==> src/rtl/mips_pkg.sv <==
// Shared definitions for the multicycle MIPS core: encodings, FSM states,
// ALU operations and the instruction decoder.
package mips_pkg;

  localparam logic [5:0] OP_RTYPE = 6'h00;
  localparam logic [5:0] OP_J     = 6'h02;
  localparam logic [5:0] OP_BEQ   = 6'h04;
  localparam logic [5:0] OP_BNE   = 6'h05;
  localparam logic [5:0] OP_ADDI  = 6'h08;
  localparam logic [5:0] OP_SLTI  = 6'h0A;
  localparam logic [5:0] OP_ANDI  = 6'h0C;
  localparam logic [5:0] OP_ORI   = 6'h0D;
  localparam logic [5:0] OP_LW    = 6'h23;
  localparam logic [5:0] OP_SW    = 6'h2B;

  localparam logic [5:0] FN_SLL = 6'h00;
  localparam logic [5:0] FN_SRL = 6'h02;
  localparam logic [5:0] FN_ADD = 6'h20;
  localparam logic [5:0] FN_SUB = 6'h22;
  localparam logic [5:0] FN_AND = 6'h24;
  localparam logic [5:0] FN_OR  = 6'h25;
  localparam logic [5:0] FN_XOR = 6'h26;
  localparam logic [5:0] FN_NOR = 6'h27;
  localparam logic [5:0] FN_SLT = 6'h2A;

  typedef enum logic [2:0] {ST_FETCH, ST_DECODE, ST_EXEC, ST_MEM, ST_WB, ST_TRAP} state_t;

  typedef enum logic [3:0] {
    ALU_ADD, ALU_SUB, ALU_AND, ALU_OR, ALU_XOR, ALU_NOR, ALU_SLT, ALU_SLL, ALU_SRL
  } alu_op_t;

  typedef enum logic [1:0] {SRC_REG, SRC_SIMM, SRC_ZIMM} src_t;

  typedef struct packed {
    logic    valid;
    alu_op_t op;
    src_t    src;
    logic    wr_en;
    logic    wr_rt;
    logic    is_lw;
    logic    is_sw;
    logic    is_beq;
    logic    is_bne;
    logic    is_j;
  } ctrl_t;

  function automatic ctrl_t decode(input logic [5:0] opcode, input logic [5:0] funct);
    ctrl_t c;
    c = '0;
    c.valid = 1'b1;
    c.op    = ALU_ADD;
    c.src   = SRC_REG;
    case (opcode)
      OP_RTYPE: begin
        c.wr_en = 1'b1;
        case (funct)
          FN_ADD:  c.op = ALU_ADD;
          FN_SUB:  c.op = ALU_SUB;
          FN_AND:  c.op = ALU_AND;
          FN_OR:   c.op = ALU_OR;
          FN_XOR:  c.op = ALU_XOR;
          FN_NOR:  c.op = ALU_NOR;
          FN_SLT:  c.op = ALU_SLT;
          FN_SLL:  c.op = ALU_SLL;
          FN_SRL:  c.op = ALU_SRL;
          default: c.valid = 1'b0;
        endcase
      end
      OP_ADDI: begin c.src = SRC_SIMM; c.wr_en = 1'b1; c.wr_rt = 1'b1; end
      OP_SLTI: begin c.op = ALU_SLT; c.src = SRC_SIMM; c.wr_en = 1'b1; c.wr_rt = 1'b1; end
      OP_ANDI: begin c.op = ALU_AND; c.src = SRC_ZIMM; c.wr_en = 1'b1; c.wr_rt = 1'b1; end
      OP_ORI:  begin c.op = ALU_OR;  c.src = SRC_ZIMM; c.wr_en = 1'b1; c.wr_rt = 1'b1; end
      OP_LW:   begin c.src = SRC_SIMM; c.wr_en = 1'b1; c.wr_rt = 1'b1; c.is_lw = 1'b1; end
      OP_SW:   begin c.src = SRC_SIMM; c.is_sw = 1'b1; end
      OP_BEQ:  begin c.op = ALU_SUB; c.is_beq = 1'b1; end
      OP_BNE:  begin c.op = ALU_SUB; c.is_bne = 1'b1; end
      OP_J:    c.is_j = 1'b1;
      default: c.valid = 1'b0;
    endcase
    return c;
  endfunction

endpackage

==> src/rtl/mips_alu.sv <==
// Combinational ALU: two's-complement arithmetic, logic ops, signed compare
// and logical shifts of the B operand.
module mips_alu
  import mips_pkg::*;
(
  input  logic signed [31:0] a,
  input  logic signed [31:0] b,
  input  alu_op_t            op,
  input  logic        [4:0]  shamt,
  output logic signed [31:0] result,
  output logic               zero
);

  always_comb begin
    result = '0;
    case (op)
      ALU_ADD: result = a + b;
      ALU_SUB: result = a - b;
      ALU_AND: result = a & b;
      ALU_OR:  result = a | b;
      ALU_XOR: result = a ^ b;
      ALU_NOR: result = ~(a | b);
      ALU_SLT: result = (a < b) ? 32'sd1 : 32'sd0;
      ALU_SLL: result = $signed($unsigned(b) << shamt);
      ALU_SRL: result = $signed($unsigned(b) >> shamt);
      default: result = '0;
    endcase
  end

  assign zero = (result == '0);

endmodule

==> src/rtl/mips_multicycle_core.sv <==
// Multicycle MIPS subset core: FETCH/DECODE/EXEC/MEM/WB FSM with handshaked
// instruction and data memories, a 32-entry register file and a debug port.
module mips_multicycle_core
  import mips_pkg::*;
#(
  parameter int                ADDR_W   = 10,
  parameter logic [ADDR_W-1:0] RESET_PC = '0
) (
  input  logic              clk,
  input  logic              rst,
  input  logic              run,
  output logic              imem_req,
  output logic [ADDR_W-1:0] imem_addr,
  input  logic              imem_ready,
  input  logic [31:0]       imem_rdata,
  output logic              dmem_req,
  output logic              dmem_we,
  output logic [ADDR_W-1:0] dmem_addr,
  output logic [31:0]       dmem_wdata,
  input  logic              dmem_ready,
  input  logic [31:0]       dmem_rdata,
  input  logic [4:0]        dbg_sel,
  output logic [31:0]       dbg_reg,
  output logic [ADDR_W-1:0] dbg_pc,
  output logic              retire,
  output logic              halted
);

  state_t             state;
  logic [ADDR_W-1:0]  pc;
  logic [31:0]        ir;
  logic [31:0]        rf [32];
  logic signed [31:0] a, b, simm, zimm, alu_out, mdr;
  logic signed [31:0] alu_b, alu_res;
  logic [4:0]         shamt, wr_idx;
  logic               alu_zero, take, fetch_pending;
  ctrl_t              ctrl, dec;

  assign dec = decode(ir[31:26], ir[5:0]);

  always_comb begin
    alu_b = b;
    case (ctrl.src)
      SRC_SIMM: alu_b = simm;
      SRC_ZIMM: alu_b = zimm;
      default:  alu_b = b;
    endcase
  end

  mips_alu u_alu (
    .a      (a),
    .b      (alu_b),
    .op     (ctrl.op),
    .shamt  (shamt),
    .result (alu_res),
    .zero   (alu_zero)
  );

  // Once a fetch is on the bus it must complete even if run drops.
  assign imem_req   = (state == ST_FETCH) && (run || fetch_pending);
  assign imem_addr  = pc;
  assign dmem_req   = (state == ST_MEM);
  assign dmem_we    = dmem_req && ctrl.is_sw;
  assign dmem_addr  = alu_out[ADDR_W-1:0];
  assign dmem_wdata = b;
  assign dbg_reg    = rf[dbg_sel];
  assign dbg_pc     = pc;
  assign retire     = (state == ST_WB);
  assign halted     = (state == ST_TRAP);

  always_ff @(posedge clk) begin
    if (rst) begin
      state         <= ST_FETCH;
      pc            <= RESET_PC;
      fetch_pending <= 1'b0;
      for (int i = 0; i < 32; i++) rf[i] <= '0;
    end else begin
      case (state)
        ST_FETCH: begin
          if (imem_req) begin
            if (imem_ready) begin
              ir            <= imem_rdata;
              pc            <= pc + ADDR_W'(1);
              fetch_pending <= 1'b0;
              state         <= ST_DECODE;
            end else begin
              fetch_pending <= 1'b1;
            end
          end
        end
        ST_DECODE: begin
          a      <= rf[ir[25:21]];
          b      <= rf[ir[20:16]];
          simm   <= {{16{ir[15]}}, ir[15:0]};
          zimm   <= {16'h0000, ir[15:0]};
          shamt  <= ir[10:6];
          ctrl   <= dec;
          wr_idx <= dec.wr_rt ? ir[20:16] : ir[15:11];
          state  <= dec.valid ? ST_EXEC : ST_TRAP;
        end
        ST_EXEC: begin
          alu_out <= alu_res;
          take    <= (ctrl.is_beq && alu_zero) || (ctrl.is_bne && !alu_zero);
          state   <= (ctrl.is_lw || ctrl.is_sw) ? ST_MEM : ST_WB;
        end
        ST_MEM: begin
          if (dmem_ready) begin
            mdr   <= dmem_rdata;
            state <= ST_WB;
          end
        end
        ST_WB: begin
          if (ctrl.wr_en && (wr_idx != 5'd0)) rf[wr_idx] <= ctrl.is_lw ? mdr : alu_out;
          // pc already points at the next instruction, so branches add simm directly.
          if (ctrl.is_j)  pc <= ir[ADDR_W-1:0];
          else if (take)  pc <= pc + simm[ADDR_W-1:0];
          state <= ST_FETCH;
        end
        default: state <= ST_TRAP;
      endcase
    end
  end

endmodule

==> config.mk <==
export PLATFORM = sky130hd
export DESIGN_NAME = mips_multicycle_core
export DESIGN_NICKNAME = d
export VERILOG_FILES = /design/src/rtl/mips_pkg.sv /design/src/rtl/mips_alu.sv /design/src/rtl/mips_multicycle_core.sv
export SDC_FILE = /design/constraint.sdc
export NUM_CORES = 2
export LEC_CHECK = 0
export CAP_MARGIN = 25
export CORE_MARGIN = 2
export CORE_UTILIZATION = 37
export DETAILED_ROUTE_END_ITERATION = 8
export HOLD_SLACK_MARGIN = 0.02
export PLACE_DENSITY_LB_ADDON = 0.1
export SLEW_MARGIN = 20
export SYNTH_ARGS = -nofsm -noshare
export SYNTH_HDL_FRONTEND = slang
export SYNTH_HIERARCHICAL = 1
export SYNTH_SLANG_ARGS = --single-unit
==> constraint.sdc <==
create_clock -name clk -period 23.7 [get_ports clk]
set_clock_uncertainty 0.15 [all_clocks]
set_input_delay 7.11 -clock clk [delete_from_list [all_inputs] [get_ports clk]]
set_output_delay 7.11 -clock clk [all_outputs]
set_load 0.01 [all_outputs]
==> flow_summary.yaml <==
logic_synthesis:
  syn_inst: 5577
  ys_types: 93
  synth_area_leaders: "edfxtp_1 47%, mux4_2 29%, nor2_1 5.5%, clkbuf_1 1.9%, mux2_2 1.7%"
  yosysWarningCount: 6
  synthFlopType: "edfxtp_1"
  syn-cell-area_um2: 78060
  async_flop_share_pct: 0
  yosysSeqAreaShare_pct: 47.21
  yosysTopAreaCell: "edfxtp_1"
  synth_top_area_share_pct: 46.85
  synth_common_cells: "1218 x edfxtp_1, 1150 x nor2_1, 1008 x mux4_2"
  syn_area_per_cell_um2: 14.00
  synth_edf_count: 1218
  yosysMostFrequentCell: "edfxtp_1"
  ys_ff_latch: 1232
timing:
  rsz0062_at_grt: "no"
  slew_headroom_pct: 19.16
  whs_ns: 0.3045
  slew_viol_final: 0
  finalHoldViolations: 0
  worst_pin_slew_ns: 1.182
  finalCriticalPeriod_ns: 18.30
  fin_ws_ns: 5.400
  tns_ns: 0
  post-route-period-util_pct: 77.22
  setup_violations: 0
  timing.fmax_mhz: 54.64
clocking:
  htreeDepth: 4
  worstSkewPairLatency_ns: 0.85
  cts_buffers: 148
  cts_hold_buf: 0
  cts.sinks: 1232
  cts_buffer_depth: 3
  cts_tree: "yes"
  ctsRootBufferMaster: "clkbuf_16"
  cts.repair.resized: 0
  clk_pin_slew_ns: 0.05
  cts_setup_buffers: 0
setup_path:
  required_ns: 16.44
  arrival_ns: 11.04
  cp-end-kind: "output port"
  crit_slowest_cell: "buf_4"
  start_kind: "input port"
  crit_buf_inv: 4
  worstPathMaxFanout: 95
  crit_family: "buffers and inverters"
  path_cells: "buf_8 > buf_12 > buf_4 > mux4_2 > mux4_2 > mux2_2 > clkdlybuf4s50_1"
  critPathKind: "input port to output port"
  max_stage_delay_ns: 0.70
  cpMostUsedCell: "mux4_2"
cells_and_area:
  fillers: 19012
  stdcell_count: 8459
  fin_nets: 5713
  fin_area_um2: 88220
  area_growth_pct: 13.01
  drive_gt1_share_pct: 29.81
routing:
  wirelength_um: 329400
  vias: 56138
  remaining_drc_errors: 0
  via_per_inst: 6.636
  wire_per_inst_um: 38.94
  ant_nets: 0
  drt-initial-drc-count: 8012
  dr.pass1.iters: 6
die:
  start_util_pct: 37.25
  ios: 173
  dieArea_um2: 214700
  core_area_um2: 209600
  die_x_um: 463.3
  die_height_um: 463.3
  rows: 168
pwr:
  combPwrFrac_pct: 26.0
  leakagePower_nw: 30.00
  switching_share_pct: 32.34
  pwr-share-clk_pct: 35.5
  p_sw_mw: 2.202
  p_int_mw: 4.605
  irDropWorstVdd_mv: 0.08247
  seqPwrFrac_pct: 38.5
  power_density_nw_per_um2: 77.16
global_route:
  overflow: 0
  grt_pass1_vias: 54735
  grt_pass1_wl_um: 455600
  antenna_found_initial: 15
  grt_usage_pct: 30.37
  grt_max_degree: 150
hold_path:
  hold_class: "register to register"
placed_design:
  postPlaceCellArea_um2: 83030
  gp_congestion: 0.9629
  dp_cells: 8176
  dp_hpwl_um: 196000
  dp_slack_ns: 5.253
  port_buffers: 172
flow_run:
  drv_cap: 0
outcome:
  status: "finished, final reports clean"
## worst register-to-register path: stages, from the launching register on
cell and delay, ns:
edfxtp_1 0.39, inv_1 0.07, ha_1 0.22, buf_4 0.30
nor2_1 0.27, buf_4 0.26, a22o_1 0.56, inv_1 0.27
ha_1 0.55, a211o_1 0.36, o211ai_1 0.29, o211ai_1 0.23
a2111oi_2 0.45, nand4_1 0.42, nor3_1 0.24, or4bb_1 0.59
nor4_1 0.54, and3_1 0.39, nand4_1 0.11, nor2_1 0.59
mux2_2 0.41
## flip-flops by register name, indices dropped and copies added, names as in the netlist, 3 cells and up
| name | cells |
|---|---|
| simm | 16 |
| wr_idx | 5 |
| alu_out | 32 |
| ir | 32 |
| a | 32 |
| rf | 1024 |
| dmem_wdata | 32 |
| mdr | 32 |
| ctrl | 12 |
| state | 3 |
| dbg_pc | 10 |
## layout by cell type (no fill, tap or decap), types with 32 or more instances in the layout
cell / n
clkinv_1: 34
o211ai_1: 34
mux4_2: 1008
nand2_1: 187
edfxtp_1: 1218
o21ai_0: 86
ha_1: 108
mux2_2: 121
buf_4: 169
nand3_1: 49
nor3_1: 44
clkbuf_16: 151
mux2i_1: 68
nor2_1: 1150
clkdlybuf4s50_1: 166
a21oi_1: 104
conb_1: 32
inv_1: 102
## metal layers
| metal | part of all wire [%] | global-route usage, % | up-vias |
|---|---|---|---|
| met5 | 0.0039 | 0 | - |
| met4 | 4.7 | 12.84 | 2 |
| met3 | 9.8 | 6.487 | 684 |
| met2 | 45 | 46.44 | 3630 |
| met1 | 40 | 41.93 | 29757 |
| li1 | - | - | 22065 |
## per-stage QoR
step / power, mW / utilization [%]
final: 6.807 / 42.10
after global placement: 4.392 / 39.53
after detailed placement: 4.394 / 39.62
after global routing: 7.009 / 42.09
after floorplan: 3.725 / -
after CTS: 6.808 / 42.03
## final cells by class
cell class                 instances  area, um^2  area share, %
clock inverter                   107        1221          1.384
tap                             2805        3510          3.978
sequential                      1232       36860          41.78
clock buffer                     164        3827          4.339
antenna                            5       12.51        0.01418
timing repair buffer             363        3440          3.899
inverter                         106       397.9         0.4510
multi-input combinational       3677       38960          44.16
## path summary, 6_finish.rpt
kind                            startpoint           to  slack, ns  depth (start not counted)
worst min register to register      ir[10]     simm[10]       0.30                          0
worst max register to register     ctrl[7]         take      15.81                         20
worst min-delay path                ir[10]     simm[10]       0.30                          0
worst max-delay path            dbg_sel[0]  dbg_reg[21]       5.40                          7
## logic make-up after synthesis
kind of cell | count (synthesis) | synth area share, %
other | 1 | 0.004804
multiplexers | 1234 | 32.28
flip-flops | 1232 | 47.21
buffers and inverters | 699 | 3.864
AO/OA/AOI/OAI | 594 | 5.425
XOR/XNOR | 15 | 0.1683
adder cells (fa/ha/maj) | 111 | 1.808
AND/OR/NAND/NOR | 1691 | 9.240
## power groups by stage
stage               Clock [mW]  Sequential (mW)  Combinational [mW]
global route              2.52             2.63                1.85
CTS                       2.45             2.62                1.74
floorplan                    0             2.62                1.10
detailed placement           0             2.66                1.73
global placement             0             2.66                1.73
finish                    2.41             2.62                1.77
No activity file was read; power rests on OpenSTA's default activity.
